--- src/rtl/ex_muldiv.sv ---
// Iterative multiply/divide unit for the EX stage: 2-cycle MULT/MULTU, 32-step restoring DIV/DIVU.
// Optional build macro DIV_ZERO_FAST_EN: a divide by zero completes at once with lo=all ones, hi=dividend.

package ex_muldiv_pkg;
    localparam int DataBus = 32;
    localparam int ALUOp   = 6;

    localparam logic [ALUOp-1:0] ALU_NOP   = 6'h00;
    localparam logic [ALUOp-1:0] ALU_MULT  = 6'h18;
    localparam logic [ALUOp-1:0] ALU_MULTU = 6'h19;
    localparam logic [ALUOp-1:0] ALU_DIV   = 6'h1A;
    localparam logic [ALUOp-1:0] ALU_DIVU  = 6'h1B;
endpackage

module ex_muldiv
    import ex_muldiv_pkg::*;
(
    input  logic               clk,
    input  logic               rst,
    input  logic               flush,
    input  logic               stall,
    input  logic [ALUOp-1:0]   ex_aluop,
    input  logic [DataBus-1:0] ex_opr1,
    input  logic [DataBus-1:0] ex_opr2,
    output logic [DataBus-1:0] md_hi,
    output logic [DataBus-1:0] md_lo,
    output logic               md_wen,
    output logic               stallreq
);

    typedef enum logic [1:0] {S_IDLE, S_MUL, S_DIV, S_DONE} state_t;

    state_t             state, state_nxt;
    logic [4:0]         cnt;
    logic [DataBus-1:0] a_mag, b_mag, rem, quo;
    logic               neg_q, neg_r, wen_done;

    logic               is_mul, is_div, is_signed, is_md, s1, s2, div_zero_fast;
    logic [DataBus-1:0] opr1_mag, opr2_mag;
    logic [63:0]        product, prod_fix;
    logic [32:0]        rem_sh, trial;
    logic [DataBus-1:0] rem_nxt, quo_nxt, rem_fix, quo_fix;

    assign is_mul    = (ex_aluop == ALU_MULT) || (ex_aluop == ALU_MULTU);
    assign is_div    = (ex_aluop == ALU_DIV)  || (ex_aluop == ALU_DIVU);
    assign is_signed = (ex_aluop == ALU_MULT) || (ex_aluop == ALU_DIV);
    assign is_md     = is_mul || is_div;
    assign s1        = is_signed && ex_opr1[31];
    assign s2        = is_signed && ex_opr2[31];
    assign opr1_mag  = s1 ? -ex_opr1 : ex_opr1;
    assign opr2_mag  = s2 ? -ex_opr2 : ex_opr2;

`ifdef DIV_ZERO_FAST_EN
    assign div_zero_fast = is_div && (ex_opr2 == '0);
`else
    assign div_zero_fast = 1'b0;
`endif

    // Product is formed from magnitudes; neg_q carries the product sign for multiplies.
    assign product  = {32'b0, a_mag} * {32'b0, b_mag};
    assign prod_fix = neg_q ? -product : product;

    // One restoring step; the shifted remainder needs 33 bits before the compare.
    assign rem_sh  = {rem, quo[31]};
    assign trial   = rem_sh - {1'b0, b_mag};
    assign rem_nxt = trial[32] ? rem_sh[31:0] : trial[31:0];
    assign quo_nxt = {quo[30:0], ~trial[32]};
    assign rem_fix = neg_r ? -rem_nxt : rem_nxt;
    assign quo_fix = neg_q ? -quo_nxt : quo_nxt;

    always_comb begin
        state_nxt = state;
        stallreq  = 1'b0;
        md_wen    = 1'b0;
        case (state)
            S_IDLE: begin
                if (is_md && !flush) begin
                    stallreq = 1'b1;
                    if (div_zero_fast)  state_nxt = S_DONE;
                    else if (is_mul)    state_nxt = S_MUL;
                    else                state_nxt = S_DIV;
                end
            end
            S_MUL: begin
                stallreq  = 1'b1;
                state_nxt = S_DONE;
            end
            S_DIV: begin
                stallreq = 1'b1;
                if (cnt == 5'd31) state_nxt = S_DONE;
            end
            S_DONE: begin
                md_wen = !wen_done;
                if (!stall) state_nxt = S_IDLE;
            end
            default: state_nxt = S_IDLE;
        endcase
        if (flush) begin
            state_nxt = S_IDLE;
            md_wen    = 1'b0;
        end
        if (rst) begin
            stallreq = 1'b0;
            md_wen   = 1'b0;
        end
    end

    always_ff @(posedge clk) begin
        if (rst) begin
            state    <= S_IDLE;
            cnt      <= '0;
            a_mag    <= '0;
            b_mag    <= '0;
            rem      <= '0;
            quo      <= '0;
            neg_q    <= 1'b0;
            neg_r    <= 1'b0;
            wen_done <= 1'b0;
            md_hi    <= '0;
            md_lo    <= '0;
        end else begin
            state    <= state_nxt;
            // Marks DONE cycles after the first so a stalled DONE writes HI/LO only once.
            wen_done <= (state == S_DONE);
            case (state)
                S_IDLE: begin
                    if (is_md && !flush) begin
                        a_mag <= opr1_mag;
                        b_mag <= opr2_mag;
                        neg_q <= s1 ^ s2;
                        neg_r <= s1;
                        cnt   <= '0;
                        rem   <= '0;
                        quo   <= opr1_mag;
                        if (div_zero_fast) begin
                            md_hi <= ex_opr1;
                            md_lo <= '1;
                        end
                    end
                end
                S_MUL: begin
                    if (!flush) {md_hi, md_lo} <= prod_fix;
                end
                S_DIV: begin
                    rem <= rem_nxt;
                    quo <= quo_nxt;
                    cnt <= cnt + 5'd1;
                    if (cnt == 5'd31 && !flush) begin
                        md_hi <= rem_fix;
                        md_lo <= quo_fix;
                    end
                end
                default: ;
            endcase
        end
    end

endmodule

--- config.mk ---
export PLATFORM = sky130hd
export DESIGN_NAME = ex_muldiv
export DESIGN_NICKNAME = d
export VERILOG_FILES = /design/src/rtl/ex_muldiv.sv
export SDC_FILE = /design/constraint.sdc
export NUM_CORES = 2
export LEC_CHECK = 0
export BUFFER_PORTS_ARGS = -buffer_cell sky130_fd_sc_hd__buf_2
export CAP_MARGIN = 20
export CORE_ASPECT_RATIO = 1.2
export CORE_MARGIN = 3
export CORE_UTILIZATION = 45
export DETAILED_ROUTE_END_ITERATION = 7
export SYNTH_ARGS = -nofsm -noshare
export SYNTH_HDL_FRONTEND = slang
export SYNTH_SLANG_ARGS = --single-unit
--- constraint.sdc ---
create_clock -name clk -period 14.1 [get_ports clk]
set_input_delay 0.705 -clock clk [delete_from_list [all_inputs] [get_ports clk]]
set_output_delay 0.705 -clock clk [all_outputs]
set_load 0.05 [all_outputs]
# Yosys cells after proc, flatten, opt, wreduce, memory -nomap -nowiden
# Cells that the tools add are included.
[classes]
add_sub_neg = 7
mul = 1
eq_ne = 13
mux = 29
n_bitwise = 2
n_reduce_logical = 19
[ops]
columns = ["operator", "count"]
rows = [
  ["two-way mux 32 bit", 11],
  ["case mux 32 bit (2 select lines)", 4],
  ["negator 32 bit", 4],
  ["multiplier 32 x 32 -> 64 bit", 1],
  ["two-way mux 64 bit", 1],
  ["negator 64 bit", 1],
  ["subtractor 33 x 32 -> 33 bit", 1],
  ["== test 6 x 5 -> 1 bit, second input constant", 4],
  ["inequality test 2 bit, second input constant", 5],
  ["case mux 5 bit (2 select lines)", 1],
  ["two-way mux 2 bit", 4],
  ["case mux 2 bit (4 select lines)", 1],
  ["AND reduction 3 bit", 2],
  ["adder 5 x 1 -> 5 bit, second input constant", 1],
  ["== test 5 bit, second input constant", 1],
  ["two-way mux 1 bit", 5],
  ["two-way mux 5 bit", 1],
  ["== test 2 bit, second input constant", 2],
  ["logical AND 1 bit", 4],
  ["logical OR 1 bit", 4],
  ["AND reduction 2 bit", 2],
  ["nonzero test 2 bit", 2],
  ["OR reduction 2 bit", 2],
  ["== test 2 x 1 -> 1 bit, second input constant", 1],
  ["5 further kinds", 6],
]
[totals]
regBits = 202
inputBits = 74
output_inout_bits = 66
wordCells = 82

# Logic depth before layout (Yosys ltp)
[depth]
ltp_word = 7
mapped_depth = 31

# Worst setup path before layout
# OpenSTA, ideal clock, no wires.
[synth_path]
kind = "register -> register"
startpoint = "register b_mag[9]"
endpoint = "register md_hi[24]"
setup_time_ps = 128
t_arrival_ps = 8009
t_required_ps = 13972
slack_ps = 5963
stages_incl_launch_ff = 27
n_path_buf = 2
period_less_slack_ps = 8137
cell_sequence = "dfxtp_1 > clkbuf_1 > and2_1 > fa_1 > fa_1 > inv_1 > fa_1 > fa_1 > fa_1 > inv_1 > fa_1 > fa_1 > fa_1 > ha_1 > buf_4 > nand2_1 > or4_4 > a2111oi_4 > o31a_1 > a21oi_1 > xnor2_1 > nor4_2 > nand4_4 > o41ai_1 > xor2_1 > a222oi_1 > nor2_1"
[synth_between]
elab_chain_cells = 6
elab_cells_between_ends = 10
classes_between = "add/sub: 3; mul: 1; mux: 6"
[synth_lines]
columns = ["element", "line_no", "rtl"]
rows = [
  ["start, declared", "35", "logic [DataBus-1:0] a_mag, b_mag, rem, quo;"],
  ["start signal, assigned", "129", "b_mag <= opr2_mag;"],
  ["branches (longest 5 deep; another with multiplier 32 x 32 -> 64 bit)", "n/a", ""],
  ["case mux 32 bit (2 select lines) *", "125", "case (state)"],
  ["end signal, assigned", "136", "md_hi <= ex_opr1;"],
  ["end signal, assigned", "142", "if (!flush) {md_hi, md_lo} <= prod_fix;"],
  ["end signal, assigned", "149", "md_hi <= rem_fix;"],
  ["end, declared", "25", "output logic [DataBus-1:0] md_hi,"],
]
# Every way passes the cells marked *. The select of a mux whose other input is x is not followed.
# A chain may end at the register's enable or synchronous reset.

# Worst setup path after layout
[layout_path]
startpoint = "register a_mag[8]"
endpoint = "register md_hi[27]"
[layout_between]
elab_chain_cells = 5
[layout_lines]
columns = ["element", "line_no", "rtl"]
rows = [
  ["start, declared", "35", ""],
  ["start signal, assigned", "128", "a_mag <= opr1_mag;"],
  ["multiplier 32 x 32 -> 64 bit *", "60", "assign product = {32'b0, a_mag} * {32'b0, b_mag};"],
  ["negator 64 bit", "61", "assign prod_fix = neg_q ? -product : product;"],
  ["two-way mux 64 bit *", "61", ""],
  ["two-way mux 32 bit *", "142", ""],
  ["case mux 32 bit (2 select lines) *", "125", ""],
]
# Every way passes the cells marked *; elsewhere a longest branch is shown, timed or not. The select of a mux whose other input is x is not followed.

==> impl_metrics.tcl <==
set metrics [dict create \
    cts_sinks 202 \
    p_comb_share_pct 26.8 \
    holdWs_ns 0.326 \
    peakVddDrop_v 0.000111 \
    yosysTopAreaCell "fa_1" \
    fin_crit_sh_pct 68.6 \
    synth_nets 7146 \
    cts-htree-levels 1 \
    clkPwrFrac_pct 41.5 \
    grt_first_pass_wirelength_um 246000 \
    slowest_delay_ns 0.62 \
    yosysMostFrequentCell "inv_1" \
    ys_top_cells_by_area "fa_1, dfxtp_1, ha_1, and2_1, inv_1" \
    rsz0062_at_grt "no" \
    r2r-start "a_mag[8]$_SDFFE_PP0P_" \
    tightest_slew_ns 0.964 \
    grt_max_degree 102 \
    cp-end-kind "flop" \
    synth_cell_types 107 \
    die-area_um2 113000 \
    cts_buffer_depth 3 \
    cts_tree "built" \
    path_max_fanout 27 \
    hold_path.class "primary input to flop" \
    synthesis.area_um2 49000 \
    power_frac_seq_pct 31.7 \
    clock.fmax_ghz 0.103 \
    drtIter0Drc 3037 \
    min_path_cells 3 \
    cts_made_buffers 28 \
    cts-hold-fix-buffers 0 \
    yosysSeqAreaShare_pct 8.25 \
    ys_warn_count 0 \
    syn_area_per_cell_um2 8.35 \
    cts_setup_buffers 0 \
    finClkSkew_ns 0.0779 \
    clk_pin_slew_worst_paths_ns 0.06 \
    portBuffers 139 \
    grt_pass1_vias 43200 \
    synth_adder_area_share_pct 44.5 \
    drive_above_1_share_pct 6.11 \
    cp.required_ns 14.56 \
    maxCapViolations 0 \
    critPathKind "flop to flop" \
    cp-startpoint "a_mag[8]$_SDFFE_PP0P_" \
    hold_path.startpoint "ex_opr2[0]" \
    yosys.area_share.simple_pct 20.6 \
    setup_viol 0 \
    drt-pass1-iter-count 6 \
    fp.coreArea_um2 108000 \
    cp.arrival_ns 10.14 \
    synth_ff_type "dfxtp_1" \
    slowest_stage "or4_4" \
    internal-power_w 0.00116 \
    crit_top_cell "fa_1" \
    synth_xor_area_share_pct 3.48 \
    min_period_ns 9.68 \
    rows 132 \
    final_hold_viol_count 0 \
    synthMuxAreaShare_pct 0.804 \
    p_leak_nw 24.2 \
    die_w_um 307 \
    insertion_delay_ns 0.66 \
    start_kind "flop" \
    io_pins 140 \
    vias 40800 \
    synth_cells 5868 \
    p_sw_w 0.000697 \
    cellPowerDensity_nw_per_um2 35.8 \
    dp_hpwl_um 121000 \
    status "completed" \
    hold_end "b_mag[0]$_SDFFE_PP0P_" \
    gp_congestion 0.954 \
    antenna_found_initial 4 \
    reg2reg_slack_ns 4.42 \
    worst_r2r_path_depth 25 \
    yosysTopAreaCellShare_pct 36.6 \
    die_y_um 368 \
    r2r_end "md_hi[27]$_SDFFE_PP0P_" \
    synth_edf_count 0 \
    ctsResizeCount 0 \
    synth_top_family_by_area "adder cells" \
    layout.nets 7030 \
    async_flop_share_pct 0 \
    swShare_pct 37.6 \
    initial_utilization_pct 45.4 \
    ys_ff_latch 202 \
    synthToLayoutAreaGrowth_pct 5.45 \
    grt_overflow 0 \
    maxSlewHeadroom_pct 34.1 \
    synth_common_cells "inv_1, fa_1, nand2_1" \
    synth_compound_area_share_pct 12.5 \
    track_usage_pct 27.5 \
    slew_viol_final 0 \
    viasPerCell 5.69 \
    drt_drc_violations_left 0 \
    routedWlPerCell_um 21.2 \
    finalSetupTns_ns 0 \
    wl_um 152000 \
    cts-root-buf "clkbuf_16" \
    nFillCells 10700 \
    drtAntennaViolNets 0 \
]
## worst max path at each step
stage | endpoint | slack (ns) | depth (start not counted)
after floorplan | md_hi[24]$_SDFFE_PP0P_ | 5.96 | 26
after global placement | md_hi[25]$_SDFFE_PP0P_ | 4.60 | 25
after detailed placement | md_hi[29]$_SDFFE_PP0P_ | 4.65 | 25
after CTS | md_hi[27]$_SDFFE_PP0P_ | 4.53 | 25
after global routing | md_hi[25]$_SDFFE_PP0P_ | 3.92 | 25
final | md_hi[27]$_SDFFE_PP0P_ | 4.42 | 25
## layout by cell type (no fill, tap or decap), types with 28 or more instances in the layout
cell type,instances
inv_1,909
fa_1,897
nand2_1,723
and2_1,605
nor2_1,349
ha_1,306
a21oi_1,248
dfxtp_1,195
o21ai_0,172
buf_2,138
xnor2_1,112
nor3_1,94
buf_4,81
xor2_1,79
a211oi_1,64
o211ai_1,49
nand4_1,44
nand3_1,39
or3_1,37
a21o_1,35
o31ai_1,35
clkbuf_16,28
## stage by stage
stage	cell area [um2]	util [%]	setup WS [ns]	instances	power [W]
global route	51700	47.9	3.92	7182	0.00193
CTS	51700	47.8	4.53	7180	0.00186
floorplan	49000	-	5.96	5868	0.000927
finish	51700	47.9	4.42	7182	0.00185
detailed placement	50700	46.9	4.65	7128	0.00109
global placement	50700	46.9	4.60	7128	0.00109
## per-layer routing
metal | routed length [um] | share of wire (%) | up-vias | global-route usage, %
met5 | 13 | 0.0085 | - | 0
met4 | 3340 | 2.2 | 2 | 5.78
met3 | 8000 | 5.3 | 198 | 2.55
met2 | 73800 | 49 | 1208 | 47.2
met1 | 67000 | 44 | 21000 | 37.9
li1 | - | - | 18500 | -
## state kept, by name, indices dropped and copies added (netlist names)
register,count
md_lo,32
b_mag,32
neg_q,1
cnt,5
wen_done,1
md_hi,32
state,2
rem,32
neg_r,1
quo,32
a_mag,32
## power groups by stage
stage	clock [W]	combinational [W]	sequential, W
after global placement	0	0.000487	0.000599
after detailed placement	0	0.000487	0.000599
after global routing	0.000803	0.000536	0.000588
after CTS	0.000787	0.000491	0.000587
final	0.000769	0.000497	0.000587
after floorplan	0	0.000330	0.000597
## kinds of logic (layout without fill, tap and decap cells)
kind of cell	after synthesis	count (layout)
buf+inv	1278	1184
flops	202	202
other cells	0	1
fa+ha+maj	1204	1204
compound gates	908	908
mux	37	37
simple gates	2046	2046
xor+xnor	193	193
## worst max-delay path: cells and delay by family, from the launching register on
family,cells,cell delay [ns]
and+or+nand+nor,6,2.18
DFF,1,0.52
adders and majority gates,9,4.45
AOI/OAI and AO/OA,5,1.27
buffers and inverters,3,0.51
xor gates and xnor gates,2,0.52
## final cells by class
cell class | count | area, um2 | area share, %
Timing Repair Buffer | 221 | 1340 | 2.59
Antenna cell | 1 | 2.50 | 0.00484
Multi-Input combinational cell | 4388 | 40200 | 77.7
Sequential cell | 202 | 4050 | 7.84
Clock buffer | 36 | 761 | 1.47
Tap cell | 1407 | 1760 | 3.41
Inverter | 911 | 3420 | 6.62
Clock inverter | 16 | 190 | 0.368
No activity file was read; power rests on OpenSTA's default activity.
